## src/rtl/mips_pkg.sv

```systemverilog
// Shared types for the instruction/data memory arbiter: FSM states, port
// identifiers and the data word returned on a watchdog abort.
package mips_pkg;

    typedef enum logic [1:0] {
        IDLE    = 2'd0,
        BUSY_IF = 2'd1,
        BUSY_D  = 2'd2
    } arb_state_t;

    typedef enum logic {
        PORT_IF = 1'b0,
        PORT_D  = 1'b1
    } arb_port_t;

    localparam int ARB_ERR_DATA = 0;

endpackage

```

## src/rtl/mem_arb_if.sv

```systemverilog
// Bundle of the fetch port, data port and single-port memory signals around mem_arb.
// The master modport is the arbiter side; slave is the core/memory environment.
interface mem_arb_if #(
    parameter int ADDR_W = 32,
    parameter int DATA_W = 32
);
    logic              if_req;
    logic [ADDR_W-1:0] if_addr;
    logic              if_gnt;
    logic              if_rvalid;
    logic [DATA_W-1:0] if_rdata;

    logic              d_req;
    logic              d_we;
    logic [ADDR_W-1:0] d_addr;
    logic [DATA_W-1:0] d_wdata;
    logic              d_gnt;
    logic              d_rvalid;
    logic [DATA_W-1:0] d_rdata;

    logic              mem_req;
    logic              mem_we;
    logic [ADDR_W-1:0] mem_addr;
    logic [DATA_W-1:0] mem_wdata;
    logic              mem_ready;
    logic [DATA_W-1:0] mem_rdata;

    logic              core_stall;
    logic              err;

    modport master (
        input  if_req, if_addr,
        input  d_req, d_we, d_addr, d_wdata,
        input  mem_ready, mem_rdata,
        output if_gnt, if_rvalid, if_rdata,
        output d_gnt, d_rvalid, d_rdata,
        output mem_req, mem_we, mem_addr, mem_wdata,
        output core_stall, err
    );

    modport slave (
        output if_req, if_addr,
        output d_req, d_we, d_addr, d_wdata,
        output mem_ready, mem_rdata,
        input  if_gnt, if_rvalid, if_rdata,
        input  d_gnt, d_rvalid, d_rdata,
        input  mem_req, mem_we, mem_addr, mem_wdata,
        input  core_stall, err
    );

endinterface

```

## src/rtl/mem_arb_wdog.sv

```systemverilog
// Watchdog cycle counter for one outstanding memory access.
// Saturates at TIMEOUT_CYC; TIMEOUT_CYC = 0 keeps expired permanently low.
module mem_arb_wdog #(
    parameter int TIMEOUT_CYC = 255
) (
    input  logic clk,
    input  logic reset,
    input  logic clear,
    input  logic cnt_en,
    output logic expired
);

    localparam int CNT_W = (TIMEOUT_CYC > 1) ? $clog2(TIMEOUT_CYC + 1) : 1;
    localparam logic [CNT_W-1:0] LIMIT = CNT_W'(TIMEOUT_CYC);

    logic [CNT_W-1:0] cnt;

    always_ff @(posedge clk) begin
        if (reset) begin
            cnt <= '0;
        end else if (clear) begin
            cnt <= '0;
        end else if (cnt_en && (cnt != LIMIT)) begin
            cnt <= cnt + CNT_W'(1);
        end
    end

    assign expired = (TIMEOUT_CYC != 0) && (cnt == LIMIT);

endmodule

```

## src/rtl/mem_arb.sv

```systemverilog
// Two-port (fetch/data) arbiter in front of a single-port memory with a watchdog.
// Define MEM_ARB_RR_EN for round-robin on collisions; default is data-over-fetch priority.
module mem_arb
    import mips_pkg::*;
#(
    parameter int ADDR_W      = 32,
    parameter int DATA_W      = 32,
    parameter int TIMEOUT_CYC = 255
) (
    input  logic      clk,
    input  logic      reset,
    mem_arb_if.master bus
);

    localparam logic [DATA_W-1:0] ERR_WORD = DATA_W'(ARB_ERR_DATA);

    arb_state_t state;
    arb_state_t state_nxt;

    logic              if_gnt_q;
    logic              if_rvalid_q;
    logic [DATA_W-1:0] if_rdata_q;
    logic              d_gnt_q;
    logic              d_rvalid_q;
    logic [DATA_W-1:0] d_rdata_q;
    logic              mem_req_q;
    logic              mem_we_q;
    logic [ADDR_W-1:0] mem_addr_q;
    logic [DATA_W-1:0] mem_wdata_q;
    logic              err_q;

    logic if_req_eff;
    logic d_req_eff;
    logic pick_d;
    logic grant_if;
    logic grant_d;
    logic busy;
    logic done;
    logic expired;
    logic timeout;
    logic finish;

    // A port is deaf for the single cycle its completion pulse is visible.
    assign if_req_eff = bus.if_req & ~if_rvalid_q;
    assign d_req_eff  = bus.d_req  & ~d_rvalid_q;

`ifdef MEM_ARB_RR_EN
    arb_port_t last_srv;

    always_comb begin
        pick_d = d_req_eff;
        if (if_req_eff && d_req_eff) begin
            pick_d = (last_srv == PORT_IF);
        end
    end

    always_ff @(posedge clk) begin
        if (reset) begin
            last_srv <= PORT_IF;
        end else if (grant_d) begin
            last_srv <= PORT_D;
        end else if (grant_if) begin
            last_srv <= PORT_IF;
        end
    end
`else
    assign pick_d = d_req_eff;
`endif

    assign grant_d  = (state == IDLE) & pick_d;
    assign grant_if = (state == IDLE) & if_req_eff & ~pick_d;

    assign busy    = (state != IDLE);
    assign done    = busy & bus.mem_ready;
    assign timeout = busy & ~bus.mem_ready & expired;
    assign finish  = done | timeout;

    mem_arb_wdog #(
        .TIMEOUT_CYC (TIMEOUT_CYC)
    ) u_wdog (
        .clk     (clk),
        .reset   (reset),
        .clear   (grant_if | grant_d),
        .cnt_en  (busy & ~bus.mem_ready),
        .expired (expired)
    );

    always_comb begin
        state_nxt = state;
        unique case (state)
            IDLE: begin
                if (grant_d) begin
                    state_nxt = BUSY_D;
                end else if (grant_if) begin
                    state_nxt = BUSY_IF;
                end
            end
            BUSY_IF, BUSY_D: begin
                if (finish) begin
                    state_nxt = IDLE;
                end
            end
            default: state_nxt = IDLE;
        endcase
    end

    always_ff @(posedge clk) begin
        if (reset) begin
            state       <= IDLE;
            if_gnt_q    <= 1'b0;
            if_rvalid_q <= 1'b0;
            if_rdata_q  <= '0;
            d_gnt_q     <= 1'b0;
            d_rvalid_q  <= 1'b0;
            d_rdata_q   <= '0;
            mem_req_q   <= 1'b0;
            mem_we_q    <= 1'b0;
            mem_addr_q  <= '0;
            mem_wdata_q <= '0;
            err_q       <= 1'b0;
        end else begin
            state       <= state_nxt;
            if_gnt_q    <= grant_if;
            d_gnt_q     <= grant_d;
            if_rvalid_q <= finish & (state == BUSY_IF);
            d_rvalid_q  <= finish & (state == BUSY_D);
            err_q       <= timeout;

            if (grant_if || grant_d) begin
                mem_req_q <= 1'b1;
            end else if (finish) begin
                mem_req_q <= 1'b0;
            end

            // Command fields are frozen for the whole access once captured.
            if (grant_d) begin
                mem_we_q    <= bus.d_we;
                mem_addr_q  <= bus.d_addr;
                mem_wdata_q <= bus.d_wdata;
            end else if (grant_if) begin
                mem_we_q    <= 1'b0;
                mem_addr_q  <= bus.if_addr;
                mem_wdata_q <= '0;
            end

            if ((state == BUSY_IF) && finish) begin
                if_rdata_q <= timeout ? ERR_WORD : bus.mem_rdata;
            end
            if ((state == BUSY_D) && finish && (timeout || !mem_we_q)) begin
                d_rdata_q <= timeout ? ERR_WORD : bus.mem_rdata;
            end
        end
    end

    assign bus.if_gnt     = if_gnt_q;
    assign bus.if_rvalid  = if_rvalid_q;
    assign bus.if_rdata   = if_rdata_q;
    assign bus.d_gnt      = d_gnt_q;
    assign bus.d_rvalid   = d_rvalid_q;
    assign bus.d_rdata    = d_rdata_q;
    assign bus.mem_req    = mem_req_q;
    assign bus.mem_we     = mem_we_q;
    assign bus.mem_addr   = mem_addr_q;
    assign bus.mem_wdata  = mem_wdata_q;
    assign bus.err        = err_q;
    assign bus.core_stall = (bus.if_req & ~if_rvalid_q) | (bus.d_req & ~d_rvalid_q);

endmodule

```

## src/flat_wrapper.sv

```systemverilog
// flat-port wrapper written by rule: the top's interface ports become plain ports
module mem_arb_flat import mips_pkg::*;
#(
    parameter int ADDR_W      = 32,
    parameter int DATA_W      = 32,
    parameter int TIMEOUT_CYC = 255
)
  (clk, reset, bus_if_req, bus_if_addr, bus_d_req, bus_d_we, bus_d_addr, bus_d_wdata, bus_mem_ready, bus_mem_rdata, bus_if_gnt, bus_if_rvalid, bus_if_rdata, bus_d_gnt, bus_d_rvalid, bus_d_rdata, bus_mem_req, bus_mem_we, bus_mem_addr, bus_mem_wdata, bus_core_stall, bus_err);
  mem_arb_if #(.ADDR_W(ADDR_W), .DATA_W(DATA_W)) bus_i ();
  input  logic clk;
  input  logic reset;
  input wire logic [$bits(bus_i.if_req)-1:0] bus_if_req;
  input wire logic [$bits(bus_i.if_addr)-1:0] bus_if_addr;
  input wire logic [$bits(bus_i.d_req)-1:0] bus_d_req;
  input wire logic [$bits(bus_i.d_we)-1:0] bus_d_we;
  input wire logic [$bits(bus_i.d_addr)-1:0] bus_d_addr;
  input wire logic [$bits(bus_i.d_wdata)-1:0] bus_d_wdata;
  input wire logic [$bits(bus_i.mem_ready)-1:0] bus_mem_ready;
  input wire logic [$bits(bus_i.mem_rdata)-1:0] bus_mem_rdata;
  output wire logic [$bits(bus_i.if_gnt)-1:0] bus_if_gnt;
  output wire logic [$bits(bus_i.if_rvalid)-1:0] bus_if_rvalid;
  output wire logic [$bits(bus_i.if_rdata)-1:0] bus_if_rdata;
  output wire logic [$bits(bus_i.d_gnt)-1:0] bus_d_gnt;
  output wire logic [$bits(bus_i.d_rvalid)-1:0] bus_d_rvalid;
  output wire logic [$bits(bus_i.d_rdata)-1:0] bus_d_rdata;
  output wire logic [$bits(bus_i.mem_req)-1:0] bus_mem_req;
  output wire logic [$bits(bus_i.mem_we)-1:0] bus_mem_we;
  output wire logic [$bits(bus_i.mem_addr)-1:0] bus_mem_addr;
  output wire logic [$bits(bus_i.mem_wdata)-1:0] bus_mem_wdata;
  output wire logic [$bits(bus_i.core_stall)-1:0] bus_core_stall;
  output wire logic [$bits(bus_i.err)-1:0] bus_err;
  assign bus_i.if_req = bus_if_req;
  assign bus_i.if_addr = bus_if_addr;
  assign bus_i.d_req = bus_d_req;
  assign bus_i.d_we = bus_d_we;
  assign bus_i.d_addr = bus_d_addr;
  assign bus_i.d_wdata = bus_d_wdata;
  assign bus_i.mem_ready = bus_mem_ready;
  assign bus_i.mem_rdata = bus_mem_rdata;
  assign bus_if_gnt = bus_i.if_gnt;
  assign bus_if_rvalid = bus_i.if_rvalid;
  assign bus_if_rdata = bus_i.if_rdata;
  assign bus_d_gnt = bus_i.d_gnt;
  assign bus_d_rvalid = bus_i.d_rvalid;
  assign bus_d_rdata = bus_i.d_rdata;
  assign bus_mem_req = bus_i.mem_req;
  assign bus_mem_we = bus_i.mem_we;
  assign bus_mem_addr = bus_i.mem_addr;
  assign bus_mem_wdata = bus_i.mem_wdata;
  assign bus_core_stall = bus_i.core_stall;
  assign bus_err = bus_i.err;
  mem_arb #(.ADDR_W(ADDR_W), .DATA_W(DATA_W), .TIMEOUT_CYC(TIMEOUT_CYC)) u_core (.clk(clk), .reset(reset), .bus(bus_i));
endmodule
```

## config.mk

```make
export PLATFORM = sky130hd
export DESIGN_NAME = mem_arb_flat
export DESIGN_NICKNAME = d
export VERILOG_FILES = /design/src/rtl/mips_pkg.sv /design/src/rtl/mem_arb_if.sv /design/src/rtl/mem_arb_wdog.sv /design/src/rtl/mem_arb.sv /design/src/flat_wrapper.sv
export SDC_FILE = /design/constraint.sdc
export NUM_CORES = 1
export LEC_CHECK = 0
export CAP_MARGIN = 5
export CORE_UTILIZATION = 45
export DETAILED_ROUTE_END_ITERATION = 16
export DONT_BUFFER_PORTS = 1
export PLACE_DENSITY = 0.61
export SETUP_SLACK_MARGIN = 0.15
export SLEW_MARGIN = 20
export SYNTH_ARGS = -nofsm -noshare
export SYNTH_HDL_FRONTEND = slang
export SYNTH_SLANG_ARGS = --single-unit
```

## constraint.sdc

```tcl
create_clock -name clk -period 2.4 [get_ports clk]
set_clock_uncertainty 0.1 [all_clocks]
set_input_delay 0.12 -clock clk [delete_from_list [all_inputs] [get_ports clk]]
set_output_delay 0.12 -clock clk [all_outputs]
set_load 0.01 [all_outputs]
```

==> summary.txt, run 1 <==
Status
  • Status: finished with violations
  • Violated checks: DRC

Clocking
  • CTS Buffer Depth: 2
  • H-tree levels: 4
  • Num CTS Buffers: 17
  • CTS Sinks: 145
  • Clock transition at path regs: 0.06 ns
  • Root buf cell: clkbuf_16
  • Worst skew pair latency: 0.42 ns
  • CTS tree: yes
  • Setup Buffers After CTS: 0

Detailed routing
  • Antenna Nets Post-Route: 0
  • Via count: 4757
  • DRT Wirelength: 15.7 mm
  • DR DRC count: 14
  • Via density: 5.77
  • DR WL/cell: 19.0 µm
  • Drt first pass iters: 11
  • First DRT Iteration DRCs: 320

Logic synthesis
  • Synthesis Warnings: 0
  • Synth cell count leaders: dfxtp_1, nand2_1, a22o_1, nor2_1, nand3_1
  • Count leader, synth: dfxtp_1
  • Syn nets: 691
  • Post-synth EDFFs: 0
  • Synth Cell Area: 0.00547 mm²
  • Synth top area share: 53.0%
  • Post-synthesis sequential area ratio: 53.0%
  • Syn_area_per_cell: 9.90 µm²
  • Dominant synthesized flop cell: dfxtp_1
  • Synth area leader: dfxtp_1
  • Yosys reg bits: 145
  • Synthesized instance count: 553
  • Async set-reset flop share out of synthesis: 0%
  • Synth area leaders: dfxtp_1, a22o_1, nand2_1
  • Synth cell types: 42

Min path
  • Worst Hold End: u_core.bus.mem_wdata[13]
  • Worst Min Path Start: reset
  • Hold Crit Class: in2reg
  • Hold path cells: 2

Worst setup path
  • Cell count of the worst reg-to-reg path: 7
  • Nature of the critical path endpoint: flip-flop
  • FF-to-FF End: u_core.bus.mem_wdata[2]
  • CP max FO: 38
  • R2r setup slk: 0.35 ns
  • Worst setup SP type: flip-flop
  • Required @ worst endpoint: 2.66 ns
  • Arrival @ worst endpoint: 2.31 ns
  • Critical path type: reg2reg
  • RR Startpoint: u_core.state[0]

Place
  • IO Port Bufs: 0
  • Post-DP Area: 0.00551 mm²
  • Post-DP HPWL: 9.11 mm
  • Placed instance count: 660
  • Global placement routability congestion: 0.768
  • DP Worst Slack: 0.367 ns

STA
  • Endpoints failing setup: 0
  • Final hold vios: 0
  • Setup TNS Final: 0 ns
  • Worst-margin pin slew: 0.737 ns
  • RSZ-0062 raised after global routing: no
  • Max-slew violations: 0
  • WHS: 0.0197 ns
  • Final min period: 2.05 ns
  • Final period utilization: 85.6%
  • Final worst setup slack: 0.345 ns
  • FMAX: 487 MHz
  • Slew headroom: 50.8%

Floorplan
  • Die ar.: 0.0126 mm²
  • Row count: 39
  • Die height: 112 µm
  • I/O pin count: 270
  • Die width: 112 µm
  • Core area: 0.0116 mm²
  • Starting density of the core: 47.1%

Power and ir drop
  • Worst IR Drop VDD: 0.519 mV
  • Power, Total: 6.45 mW
  • Pleak: 3.22 nW
  • Pwr per Cell Area: 860 mW/mm²

Final layout
  • Nets: 808
  • ANT cells: 0
  • Final-layout fill cell count: 897
  • Core Util, Final: 64.6%
  • Cell area after layout: 0.00750 mm²
  • Share of layout cells above drive strength 1: 7.77%
  • Layout Area Growth over Synthesis: 37.1%
  • Finished Layout Cells: 825

Global route
  • Number of global-route vias before repair: 4879
  • Total global routing overflow: 0
  • First-pass GRT wire length: 24.7 mm
  • Largest net degree at the start of global routing: 68
  • All-layer global routing usage: 25.3%
  • Initial antenna violation count: 0

Run
  • # Max-Cap Violations: 0
==> worst max-delay path by stage <==
stage	startpoint	end	slack [ns]	cells past startpoint
6_report	u_core.state[0]	u_core.bus.mem_wdata[2]	0.35	7
5_1_grt	u_core.state[0]	u_core.bus.mem_wdata[21]	0.15	7
4_1_cts	u_core.state[0]	u_core.bus.mem_addr[17]	0.35	7
3_5_place_dp	u_core.state[0]	u_core.bus.mem_addr[17]	0.37	7
3_3_place_gp	u_core.state[0]	u_core.bus.mem_wdata[11]	0.25	5
2_1_floorplan	u_core.state[0]	u_core.bus.if_rdata[10]	0.67	8
==> timing repair <==
action                                  CTS  global route
endpoints found under the hold margin   142             0
hold buffers                            134             0
endpoints found under the setup margin    0             6
resized for setup                         0             2
==> report_power, final <==
part           internal, mW  switching (mW)  total [mW]  leakage, nW
clock network          1.82           0.974        2.79        0.306
registers              2.60           0.227        2.82         1.18
logic                 0.379           0.462       0.840         1.73
==> state kept, by name, summed over array words and instances, names as in the netlist, 2 cells and up <==
name                  cells
u_core.bus.mem_addr      32
u_core.bus.d_rdata       32
u_core.u_wdog.cnt         8
u_core.bus.mem_wdata     32
u_core.state              2
u_core.bus.if_rdata      32
==> metal layers <==
layer	vias to the layer above	global-route usage, %	part of all wire (%)
li1	2215	-	-
met1	2255	27.7	39
met2	240	42.3	50
met3	47	9.88	8.4
met4	0	13.4	3.1
met5	-	0	0
==> worst max-delay path: stages, from the launching register on <==
cell and delay, ns:
dfxtp_1 0.31, inv_1 0.09, ha_1 0.27, buf_4 0.40, nand2_1 0.17, nor2_2 0.10, buf_4 0.33, a22o_1 0.20
==> layout make-up <==
class	instances	area, µm²	share of cell area (%)
Inverter	4	15.0	0.200
Clock inverter	9	155	2.07
Sequential cell	145	2900	38.7
Tap cell	143	179	2.38
Clock buffer	22	474	6.32
Timing Repair Buffer	145	1440	19.2
Multi-Input combinational cell	357	2330	31.1
==> placed cells by master (no fill, tap or decap), types with 3 or more instances in the layout <==
master	synthesis	layout
dfxtp_1	145	145
dlygate4sd3_1	0	133
nand2_1	99	99
a22o_1	65	65
nor2_1	40	39
nand3_1	36	36
mux2i_1	35	35
a311oi_1	32	32
clkbuf_16	0	17
buf_4	0	9
and3_1	5	5
inv_1	4	4
or3_1	4	4
ha_1	4	4
bufinv_16	0	4
nand2b_1	3	3
o21ai_0	3	3
xor2_1	3	3
a21oi_1	3	3
clkbuf_8	0	3
==> kinds of logic after synthesis <==
group	synth area share (%)
adders and majority gates	0.915
muxes	6.40
DFF	53.0
and+or+nand+nor	16.3
AOI/OAI and AO/OA	17.7
xor gates and xnor gates	0.640
buffers and inverters	4.96
Power figures use the tool's default switching activity.
==> run 2: changes to the inputs <==
--- a/config.mk
+++ b/config.mk
@@ -6,10 +6,12 @@
 export NUM_CORES = 1
 export LEC_CHECK = 0
 export CAP_MARGIN = 5
+export CORE_MARGIN = 4
 export CORE_UTILIZATION = 45
 export DETAILED_ROUTE_END_ITERATION = 16
 export DONT_BUFFER_PORTS = 1
 export PLACE_DENSITY = 0.61
+export RECOVER_POWER = 25
 export SETUP_SLACK_MARGIN = 0.15
 export SLEW_MARGIN = 20
 export SYNTH_ARGS = -nofsm -noshare
==> run 2 against run 1 <==
Against the previous run:
- the flow now finishes without violations
- final area is 0.38% higher
- hold slack better by 0.015 ns
- non-clock buffer count up 1
- highest routed layer unchanged
- largest cell class unchanged
- routed wire length grew 4.6%
- maximum frequency decreased by 0.32%
==> summary.txt, run 2 (synthesis gave the netlist of run 1 again) <==
Worst setup path
  • CP max FO: 37
  • R2r setup slk: 0.34 ns
  • Worst Setup SP: u_core.state[0]
  • Arrival @ worst endpoint: 2.31 ns
  • Nature of the critical path endpoint: flip-flop
  • Required @ worst endpoint: 2.65 ns
  • Worst setup endpoint: u_core.bus.d_rvalid
  • Cell count of the worst reg-to-reg path: 6
  • Critical path type: reg2reg
  • RR Startpoint: u_core.state[0]
  • FF-to-FF End: u_core.bus.d_rvalid
  • Worst setup SP type: flip-flop

Power and ir drop
  • Pwr per Cell Area: 870 mW/mm²
  • Pleak: 3.22 nW
  • Worst IR Drop VDD: 0.497 mV

Detailed routing
  • Via count: 4736
  • DRT Wirelength: 16.4 mm
  • First DRT Iteration DRCs: 362
  • DR WL/cell: 19.7 µm
  • Via density: 5.71
  • Antenna Nets Post-Route: 0
  • Drt first pass iters: 6
  • DR DRC count: 0

Clocking
  • CTS Sinks: 145
  • CTS Buffer Depth: 2
  • Worst skew pair latency: 0.41 ns
  • Root buf cell: clkbuf_16
  • Clock transition at path regs: 0.06 ns
  • H-tree levels: 4
  • Num CTS Buffers: 17
  • CTS tree: yes

Global route
  • First-pass GRT wire length: 25.9 mm
  • All-layer global routing usage: 23.0%
  • Initial antenna violation count: 0
  • Number of global-route vias before repair: 4954
  • Largest net degree at the start of global routing: 68
  • Total global routing overflow: 0

Final layout
  • Final-layout fill cell count: 954
  • Nets: 809
  • Share of layout cells above drive strength 1: 8.06%
  • Most common cell after layout, fill and taps aside: dfxtp_1
  • Multi-input gate area: 0.00234 mm²
  • Register area: 0.00290 mm²
  • Most frequent cells in the layout: dfxtp_1, dlygate4sd3_1, nand2_1
  • Layout Area Growth over Synthesis: 37.6%

STA
  • Final period utilization: 85.9%
  • WHS: 0.0350 ns
  • Setup TNS Final: 0 ns
  • FMAX: 485 MHz
  • Max-slew violations: 0
  • Worst-margin pin slew: 0.732 ns
  • Endpoints failing setup: 0
  • Final min period: 2.06 ns
  • Slew headroom: 51.1%
  • RSZ-0062 raised after global routing: no
  • Final hold vios: 0

Floorplan
  • I/O pin count: 270
  • Starting density of the core: 45.8%
  • Row count: 40
  • Die width: 118 µm
  • Die ar.: 0.0140 mm²
  • Core area: 0.0120 mm²
  • Die height: 118 µm

Place
  • Post-DP HPWL: 9.56 mm
  • Global placement routability congestion: 0.798
  • IO Port Bufs: 0

Run
  • # Max-Cap Violations: 0

Min path
  • Worst Min Path Start: reset
  • Hold Crit Class: in2reg

Status
  • Status: complete, no violations
[run 2: cell count changes in the layout (fill, tap and decap cells not counted)]
cell | previous run | this run
clkinv_4 | 2 | 1
buf_6 | 2 | 1
nor4b_2 | 0 | 1
diode_2 | 0 | 1
buf_4 | 9 | 11
nor4b_1 | 1 | 0
bufinv_16 | 4 | 5
clkbuf_8 | 3 | 2
clkinvlp_4 | 1 | 2
clkbuf_1 | 2 | 1
[run 2: final cells by class]
class	instances	share of cell area [%]
diodes	1	0.0332
multi-input cells	357	31.1
clock inverters	10	2.44
inverters	4	0.199
clock buffers	20	6.06
well taps	147	2.44
repair buffers	146	19.2
flip-flops and latches	145	38.5
[run 2: how the worst min path moves through the flow]
stage               cells after the start                        to  slack, ns
floorplan                               1   u_core.bus.if_rdata[10]       0.15
global placement                        1   u_core.bus.mem_addr[21]       0.11
detailed placement                      1    u_core.bus.mem_addr[3]       0.11
CTS                                     4    u_core.bus.d_rdata[17]       0.05
global route                            2  u_core.bus.mem_wdata[12]       0.03
finish                                  2  u_core.bus.mem_wdata[15]       0.04
[run 2: repair_timing]
item	CTS	global route
resized for setup	0	2
endpoints found under the hold margin	141	0
setup endpoints to repair	0	1
hold buffers	134	0
buffers inserted	0	0
[run 2: through the flow]
step	total power, mW	instance area, µm²	cells	utilization [%]	worst slack [ns]
after floorplan	3.35	5470	553	-	0.666
final	6.55	7530	830	63.0	0.339
after detailed placement	3.50	5520	665	46.2	0.234
after CTS	6.57	7510	829	62.8	0.217
after global placement	3.47	5520	665	46.2	0.346
after global routing	6.81	7530	829	62.9	0.175
[run 2: critical path, cell delays in order (launching register included)]
cell	delay, ns
dfxtp_1	0.33
inv_1	0.08
ha_1	0.22
buf_4	0.17
buf_6	0.20
nor4b_2	0.30
dlygate4sd3_1	0.59
[run 2: routing by layer]
layer	routed length [µm]	track usage (%)	share of wire (%)
met5	0	0	0
met4	519	11.0	3.2
met3	1560	8.80	9.5
met2	8020	38.3	49
met1	6270	25.8	38
[run 2: report_power, final]
| part | internal (mW) | switching [mW] |
|---|---|---|
| logic | 0.385 | 0.481 |
| clock network | 1.89 | 0.976 |
| registers | 2.60 | 0.229 |
